### src/rtl/mode_seq_pkg.sv
// Shared definitions for the fan mode sequencer: mode codes, packed state
// layout, default durations and the state packing helper.
package mode_seq_pkg;

  typedef enum logic [2:0] {
    M_OFF     = 3'd0,
    M_STANDBY = 3'd1,
    M_GEAR1   = 3'd2,
    M_GEAR2   = 3'd3,
    M_GEAR3   = 3'd4,
    M_CLEAN   = 3'd5
  } mode_e;

  // Plain constants keep the FSM readable by older tools that dislike enums
  localparam logic [2:0] ST_OFF     = M_OFF;
  localparam logic [2:0] ST_STANDBY = M_STANDBY;
  localparam logic [2:0] ST_GEAR1   = M_GEAR1;
  localparam logic [2:0] ST_GEAR2   = M_GEAR2;
  localparam logic [2:0] ST_GEAR3   = M_GEAR3;
  localparam logic [2:0] ST_CLEAN   = M_CLEAN;

  localparam int POWER_BIT = 6;
  localparam int MODE_MSB  = 5;
  localparam int MODE_LSB  = 3;
  localparam int PAUSE_BIT = 2;

  localparam int DEF_HURRICANE_S = 60;
  localparam int DEF_CLEAN_S     = 180;
  localparam int DEF_IDLE_S      = 30;

  function automatic logic [6:0] pack_state(input logic [2:0] mode, input logic paused);
    logic [6:0] s;
    s = '0;
    s[POWER_BIT]         = (mode != ST_OFF);
    s[MODE_MSB:MODE_LSB] = mode;
    s[PAUSE_BIT]         = paused;
    return s;
  endfunction

endpackage

### src/rtl/sec_countdown.sv
// Seconds countdown shared by the timed modes; expire flags the tick that
// takes the count from 1 to 0 so the caller can switch mode on the same edge.
module sec_countdown (
  input  logic       clk,
  input  logic       buttom_rst,
  input  logic       load,
  input  logic [7:0] value,
  input  logic       tick,
  input  logic       pause,
  output logic [7:0] remain,
  output logic       expire
);

  always_ff @(posedge clk or negedge buttom_rst) begin
    if (!buttom_rst) begin
      remain <= '0;
    end else if (load) begin
      remain <= value;
    end else if (tick && !pause && remain != 8'd0) begin
      remain <= remain - 8'd1;
    end
  end

  assign expire = tick && !pause && !load && (remain == 8'd1);

endmodule

### src/rtl/mode_sequencer.sv
// Fan mode sequencer: power, three gears with a one-shot timed hurricane gear
// and a pausable self-clean. STANDBY auto-off exists only with MODE_SEQ_AUTO_OFF_EN.
module mode_sequencer
  import mode_seq_pkg::*;
#(
  parameter int HURRICANE_S = DEF_HURRICANE_S,
  parameter int CLEAN_S     = DEF_CLEAN_S,
  parameter int IDLE_S      = DEF_IDLE_S
) (
  input  logic       clk,
  input  logic       buttom_rst,
  input  logic       sign_pos_A,
  input  logic       sign_pos_S,
  input  logic       sign_pos_W,
  input  logic       sign_pos_X,
  input  logic       sign_pos_D,
  input  logic       tick_1s,
  output logic [6:0] state,
  output logic [7:0] remain_s,
  output logic       done
);

  if (HURRICANE_S < 1 || HURRICANE_S > 255) begin : g_bad_hurricane
    $error("HURRICANE_S must be in 1..255");
  end
  if (CLEAN_S < 1 || CLEAN_S > 255) begin : g_bad_clean
    $error("CLEAN_S must be in 1..255");
  end
  if (IDLE_S < 1 || IDLE_S > 255) begin : g_bad_idle
    $error("IDLE_S must be in 1..255");
  end

  logic [6:0] state_q;
  logic       done_q;
  logic       hurricane_used;
  logic [2:0] mode;
  logic       paused;
  logic       acc_a, acc_d, acc_w, acc_x, acc_s, any_acc;
  logic [2:0] mode_n;
  logic       paused_n, hurricane_n, done_n;
  logic       cnt_load, cnt_tick, cnt_expire;
  logic [7:0] cnt_value;
  logic       idle_hit;

  assign mode   = state_q[MODE_MSB:MODE_LSB];
  assign paused = state_q[PAUSE_BIT];

  // A pulse is accepted only if it would do something in the current mode
  always_comb begin
    acc_a   = sign_pos_A;
    acc_d   = sign_pos_D && (mode == ST_STANDBY);
    acc_w   = sign_pos_W && ((mode == ST_STANDBY) || (mode == ST_GEAR1) ||
                             (mode == ST_GEAR2 && !hurricane_used));
    acc_x   = sign_pos_X && ((mode == ST_GEAR1) || (mode == ST_GEAR2) || (mode == ST_GEAR3));
    acc_s   = sign_pos_S && (mode == ST_CLEAN);
    any_acc = acc_a || acc_d || acc_w || acc_x || acc_s;
  end

  assign cnt_tick = tick_1s && !any_acc;

`ifdef MODE_SEQ_AUTO_OFF_EN
  logic [7:0] idle_cnt;

  assign idle_hit = (mode == ST_STANDBY) && tick_1s && !any_acc &&
                    (idle_cnt == 8'(IDLE_S - 1));

  always_ff @(posedge clk or negedge buttom_rst) begin
    if (!buttom_rst) begin
      idle_cnt <= '0;
    end else if (mode != ST_STANDBY || any_acc || mode_n != mode) begin
      idle_cnt <= '0;
    end else if (tick_1s) begin
      idle_cnt <= idle_cnt + 8'd1;
    end
  end
`else
  assign idle_hit = 1'b0;
`endif

  // Priority chain A > D > W > X > S, then countdown expiry, then auto-off
  always_comb begin
    mode_n      = mode;
    paused_n    = paused;
    hurricane_n = hurricane_used;
    done_n      = 1'b0;
    cnt_load    = 1'b0;
    cnt_value   = '0;
    if (acc_a) begin
      if (mode == ST_OFF) begin
        mode_n = ST_STANDBY;
      end else begin
        mode_n      = ST_OFF;
        paused_n    = 1'b0;
        hurricane_n = 1'b0;
        cnt_load    = 1'b1;
      end
    end else if (acc_d) begin
      mode_n    = ST_CLEAN;
      cnt_load  = 1'b1;
      cnt_value = 8'(CLEAN_S);
    end else if (acc_w) begin
      case (mode)
        ST_STANDBY: mode_n = ST_GEAR1;
        ST_GEAR1:   mode_n = ST_GEAR2;
        default: begin
          mode_n      = ST_GEAR3;
          hurricane_n = 1'b1;
          cnt_load    = 1'b1;
          cnt_value   = 8'(HURRICANE_S);
        end
      endcase
    end else if (acc_x) begin
      case (mode)
        ST_GEAR1: mode_n = ST_STANDBY;
        ST_GEAR2: mode_n = ST_GEAR1;
        default: begin
          mode_n   = ST_GEAR2;
          cnt_load = 1'b1;
        end
      endcase
    end else if (acc_s) begin
      paused_n = !paused;
    end else if (cnt_expire) begin
      done_n = 1'b1;
      if (mode == ST_GEAR3) begin
        mode_n = ST_GEAR2;
      end else begin
        mode_n   = ST_STANDBY;
        paused_n = 1'b0;
      end
    end else if (idle_hit) begin
      mode_n = ST_OFF;
    end
  end

  always_ff @(posedge clk or negedge buttom_rst) begin
    if (!buttom_rst) begin
      state_q        <= '0;
      done_q         <= 1'b0;
      hurricane_used <= 1'b0;
    end else begin
      state_q        <= pack_state(mode_n, paused_n);
      done_q         <= done_n;
      hurricane_used <= hurricane_n;
    end
  end

  sec_countdown u_countdown (
    .clk        (clk),
    .buttom_rst (buttom_rst),
    .load       (cnt_load),
    .value      (cnt_value),
    .tick       (cnt_tick),
    .pause      (paused),
    .remain     (remain_s),
    .expire     (cnt_expire)
  );

  assign state = state_q;
  assign done  = done_q;

endmodule

### config.mk
export PLATFORM = sky130hd
export DESIGN_NAME = mode_sequencer
export DESIGN_NICKNAME = d
export VERILOG_FILES = /design/src/rtl/mode_seq_pkg.sv /design/src/rtl/sec_countdown.sv /design/src/rtl/mode_sequencer.sv
export SDC_FILE = /design/constraint.sdc
export NUM_CORES = 1
export LEC_CHECK = 0
export CAP_MARGIN = 5
export CORE_ASPECT_RATIO = 2
export CORE_MARGIN = 1.5
export CORE_UTILIZATION = 46
export DETAILED_ROUTE_END_ITERATION = 7
export PLACE_DENSITY = 0.87
export SLEW_MARGIN = 0
export SYNTH_ARGS = -nofsm -noshare
export SYNTH_HDL_FRONTEND = slang
export SYNTH_HIERARCHICAL = 1
export SYNTH_SLANG_ARGS = --single-unit
### constraint.sdc
create_clock -name clk -period 2.75 [get_ports clk]
set_input_delay 0.275 -clock clk [delete_from_list [all_inputs] [get_ports clk]]
set_output_delay 0.275 -clock clk [all_outputs]
set_load 0.005 [all_outputs]
==> implementation parameters <==
Parameter                              Value

Timing
  Max_slew headroom    approximately 53%
  Post-route minimum period    2.71 ns
  Count of endpoints failing setup in the final report    0
  Final-report hold violation count    0
  Setup tns final    0 ns
  Final critical-path share of the clock period    98.4%
  Actual transition at the worst max-transition pin    between 0.7 and 0.8 ns
  Max Transition Viols Final    0
  Worst setup skew after layout    roughly 0.0007 ns
  Fmax    roughly 370 MHz

Route
  Met2 WL    between 2000 and 2500 um
  Via-to-Cell Ratio    about 6.4
  Final antenna-violating net count    0
  Top layer reached by signal wires    met4
  Met3 Routed Length    about 180 um
  Detailed-route wire length per cell    around 17 um
  Met1 Routed Length    1340 um
  Via count    around 1400
  Number of remaining DRC errors    0
  DRT Pass-1 Iters    4
  Number of DRC violations after detailed-routing iteration 0    just under 100
  Total routed wirelength    3930 um

Finish
  Non-filler instance count after layout    about 230
  Utilization of the core after routing    between 60 and 70%
  Ant. Diodes    0
  Total area of multi-input combinational cells    827 um2
  P&R area growth vs syn    41.6%
  Fin nets    211
  Area taken by flip-flops and latches    about 380 um2
  Filler cell count    approximately 220
  Fraction of final layout cells with drive strength greater than 1    between 20% and 30%

GRT
  Pin count of the biggest net entering global routing    16
  Number of antenna violations at the first check in global routing    0
  Global-route wire length before repair    ~6000 um
  Number of global-route vias before repair    about 1400
  Global Route Usage Sum    between 20% and 30%
  Total grt overflow    0

Clocking
  Number of levels in the clock H-tree    1
  Total CTS buffers    3
  Source-to-sink clock delay at the later pin of the worst-skew pair    0.25 ns
  Post-CTS Hold Buffers    0
  Clock sink count    15
  Maximum number of buffers from clock root to sink    2
  Root cell of the clock tree    sky130_fd_sc_hd__clkbuf_8
  Clock tree from TritonCTS    done
  Clock-pin transition on the worst setup and hold timing paths    around 0.060 ns

Setup path
  Cell repeated most along the worst path    sky130_fd_sc_hd__o21ai_1
  Maximum net fanout on the critical path    6
  Critical-path cell with the highest stage delay    sky130_fd_sc_hd__dfrtp_1
  R2r worst-path depth    12
  Max incr delay on CP    between 0.4 and 0.5 ns
  Kind of launch point of the worst setup path    register
  Reg2Reg Setup Slack    roughly 0.043 ns
  Data arrival at the endpoint of the critical path    about 2.8 ns
  Kind of cell with the highest combined delay on the critical path    simple AND/OR/NAND/NOR gates
  Required time reported for the critical path endpoint    2.88 ns
  Critical-path cell list    nand3_2 > a21o_2 > a221oi_2 > o21ai_1 > nor2_1 > nor4b_4 > and4_4 > inv_2 > o21ai_1 > o211ai_1 > and3_4 > or3_1
  WP depth    12
  Critical Path Sink Type    register
  R2r startpoint    hurricane_used
  Crit Reg-Reg Endpoint    state[6]
  Count of buffering cells on the critical path with inverters included    1
  Critical path start-end classification    reg2reg

Synth
  Gate count of the mapped netlist    roughly 150
  Synthesized area per cell    8.13 um2
  Synthesized area    about 1200 um2
  Number of enable flip-flop cells after synthesis    0
  Sequential area share after synthesis    between 30% and 40%
  Register bit count reported by yosys    15
  Async set or reset register ratio after synthesis    100%
  Distinct cells, synth    51
  Synth warnings    6
  Most frequently used flop master after synthesis    sky130_fd_sc_hd__dfrtp_1

Place
  IO Port Bufs    21
  HPWL after detailed placement    between 2000 and 3000 um
  Placed insts    213
  Gpl congestion    between 0.8 and 0.9

Floorplanning
  Core Footprint    2540 um2
  Top-level port count    24
  Vertical die dimension    between 70 and 80 um
  Standard-cell rows    26
  Die area    slightly above 3000 um2
  Width of the die    39.7 um
  Effective utilization at floorplan    roughly half

Job
  Max-cap violations    0

Outcome
  Status    completed

Power
  LEAKAGE    about 0.76 nW
  Worst supply voltage drop on vdd    approximately 0.00074 V
  Total power per unit cell area    around 1100 nW/um2

Hold path
  Min-delay worst type    in2async
-- cell families (layout without fill, tap and decap cells) --
| kind of cell | after synthesis | after routing | synth area share, % |
|---|---|---|---|
| buf+inv | 21 | 64 | 8.91 |
| flops | 15 | 15 | 30.4 |
| mux | 1 | 1 | 0.810 |
| simple gates | 70 | 70 | 31.9 |
| fa+ha+maj | 3 | 3 | 3.04 |
| other cells | 1 | 5 | 0.303 |
| compound gates | 41 | 41 | 24.7 |
-- worst register-to-register path: stages (launching register included) --
cell and delay (ns):
sky130_fd_sc_hd__dfrtp_1 0.41, sky130_fd_sc_hd__nand3_2 0.13, sky130_fd_sc_hd__a21o_2 0.22, sky130_fd_sc_hd__a221oi_2 0.25
sky130_fd_sc_hd__o21ai_1 0.14, sky130_fd_sc_hd__nor2_1 0.16, sky130_fd_sc_hd__nor4b_4 0.23, sky130_fd_sc_hd__and4_4 0.30
sky130_fd_sc_hd__inv_2 0.05, sky130_fd_sc_hd__o21ai_1 0.12, sky130_fd_sc_hd__o211ai_1 0.11, sky130_fd_sc_hd__and3_4 0.16
sky130_fd_sc_hd__or3_1 0.29
-- flip-flops by register name, summed over array words and instances (netlist names) --
register and count:
hurricane_used 1, u_countdown/remain 8, done 1, state 5
-- synthesized netlist by cell type, types with 2 or more instances --
library cell | count | area [um2]
sky130_fd_sc_hd__buf_6 | 3 | 33.8
sky130_fd_sc_hd__a311oi_1 | 2 | 17.5
sky130_fd_sc_hd__nor2b_1 | 2 | 12.5
sky130_fd_sc_hd__nor3b_1 | 3 | 22.5
sky130_fd_sc_hd__buf_4 | 2 | 15.0
sky130_fd_sc_hd__o21ai_0 | 5 | 25.0
sky130_fd_sc_hd__a21oi_1 | 2 | 10.0
sky130_fd_sc_hd__clkbuf_1 | 2 | 7.51
sky130_fd_sc_hd__nand2_1 | 12 | 45.0
sky130_fd_sc_hd__nand4_1 | 3 | 18.8
sky130_fd_sc_hd__nand2b_1 | 4 | 25.0
sky130_fd_sc_hd__a22oi_1 | 3 | 22.5
sky130_fd_sc_hd__o211ai_1 | 6 | 45.0
sky130_fd_sc_hd__nor2_1 | 19 | 71.3
sky130_fd_sc_hd__nand3_1 | 4 | 20.0
sky130_fd_sc_hd__or3_1 | 3 | 18.8
sky130_fd_sc_hd__o211a_1 | 2 | 20.0
sky130_fd_sc_hd__and2_1 | 2 | 12.5
sky130_fd_sc_hd__dfrtp_1 | 15 | 375
sky130_fd_sc_hd__o22ai_1 | 2 | 12.5
sky130_fd_sc_hd__nor3_1 | 5 | 25.0
sky130_fd_sc_hd__o2111ai_1 | 4 | 35.0
sky130_fd_sc_hd__a31oi_1 | 4 | 25.0
sky130_fd_sc_hd__a311o_1 | 2 | 20.0
sky130_fd_sc_hd__inv_1 | 12 | 45.0
sky130_fd_sc_hd__nand3b_1 | 2 | 15.0
sky130_fd_sc_hd__ha_1 | 3 | 37.5
-- cell type report --
type                            count  share of cell area, %
Multi-Input combinational cell    120                   47.2
Timing Repair Buffer               47                   23.7
Sequential cell                    15                   21.6
Inverter                           13                   2.79
Clock buffer                        3                   2.36
Tap cell                           28                   2.00
Clock inverter                      1                  0.286
-- cell usage in the layout (no fill, tap or decap), types with 3 or more instances in the layout --
cell,count
sky130_fd_sc_hd__a22oi_1,3
sky130_fd_sc_hd__a31oi_1,4
sky130_fd_sc_hd__buf_4,24
sky130_fd_sc_hd__clkbuf_8,3
sky130_fd_sc_hd__clkdlybuf4s50_1,20
sky130_fd_sc_hd__conb_1,5
sky130_fd_sc_hd__dfrtp_1,13
sky130_fd_sc_hd__ha_1,3
sky130_fd_sc_hd__inv_1,11
sky130_fd_sc_hd__nand2_1,12
sky130_fd_sc_hd__nand2b_1,3
sky130_fd_sc_hd__nand3_1,3
sky130_fd_sc_hd__nand4_1,3
sky130_fd_sc_hd__nor2_1,17
sky130_fd_sc_hd__nor3_1,4
sky130_fd_sc_hd__o2111ai_1,4
sky130_fd_sc_hd__o211ai_1,6
sky130_fd_sc_hd__o21ai_0,4
-- per-layer routing --
layer | vias to the layer above | global-route usage [%]
li1 | 646 | -
met1 | 696 | 25.9
met2 | 74 | 48.7
met3 | 29 | 2.92
met4 | 0 | 16.9
met5 | - | 0
-- how the worst max path moves through the flow --
stage,start,end
after floorplan,state[3],state[6]
after global placement,sign_pos_W,state[6]
after detailed placement,sign_pos_W,state[6]
after CTS,state[5],state[6]
after global routing,hurricane_used,state[6]
final,hurricane_used,state[6]
-- timing repair --
item | CTS | global route
resized for setup | 0 | 13
pin swaps | 0 | 5
endpoints found under the hold margin | 0 | 0
buffers inserted | 1 | 9
endpoints found under the setup margin | 1 | 2
-- power by group --
group	switching, mW	leakage, nW	internal (mW)
Clock	0.0811	0.0255	0.100
Sequential	0.159	0.189	0.320
Combinational	0.642	0.550	0.607
Total	0.882	0.765	1.03
-- per-stage QoR --
step                power (mW)  setup WS (ns)  hold slack [ns]  instance area (um2)
floorplan                 1.13       -0.00144          -0.0206                 1280
global placement          1.51        -0.0973            0.610                 1580
detailed placement        1.56         -0.207            0.630                 1580
CTS                       1.77         0.0171            0.459                 1630
global route              2.04        -0.0873            0.503                 1750
finish                    1.91         0.0427            0.450                 1750
No activity file was read; power rests on OpenSTA's default activity.
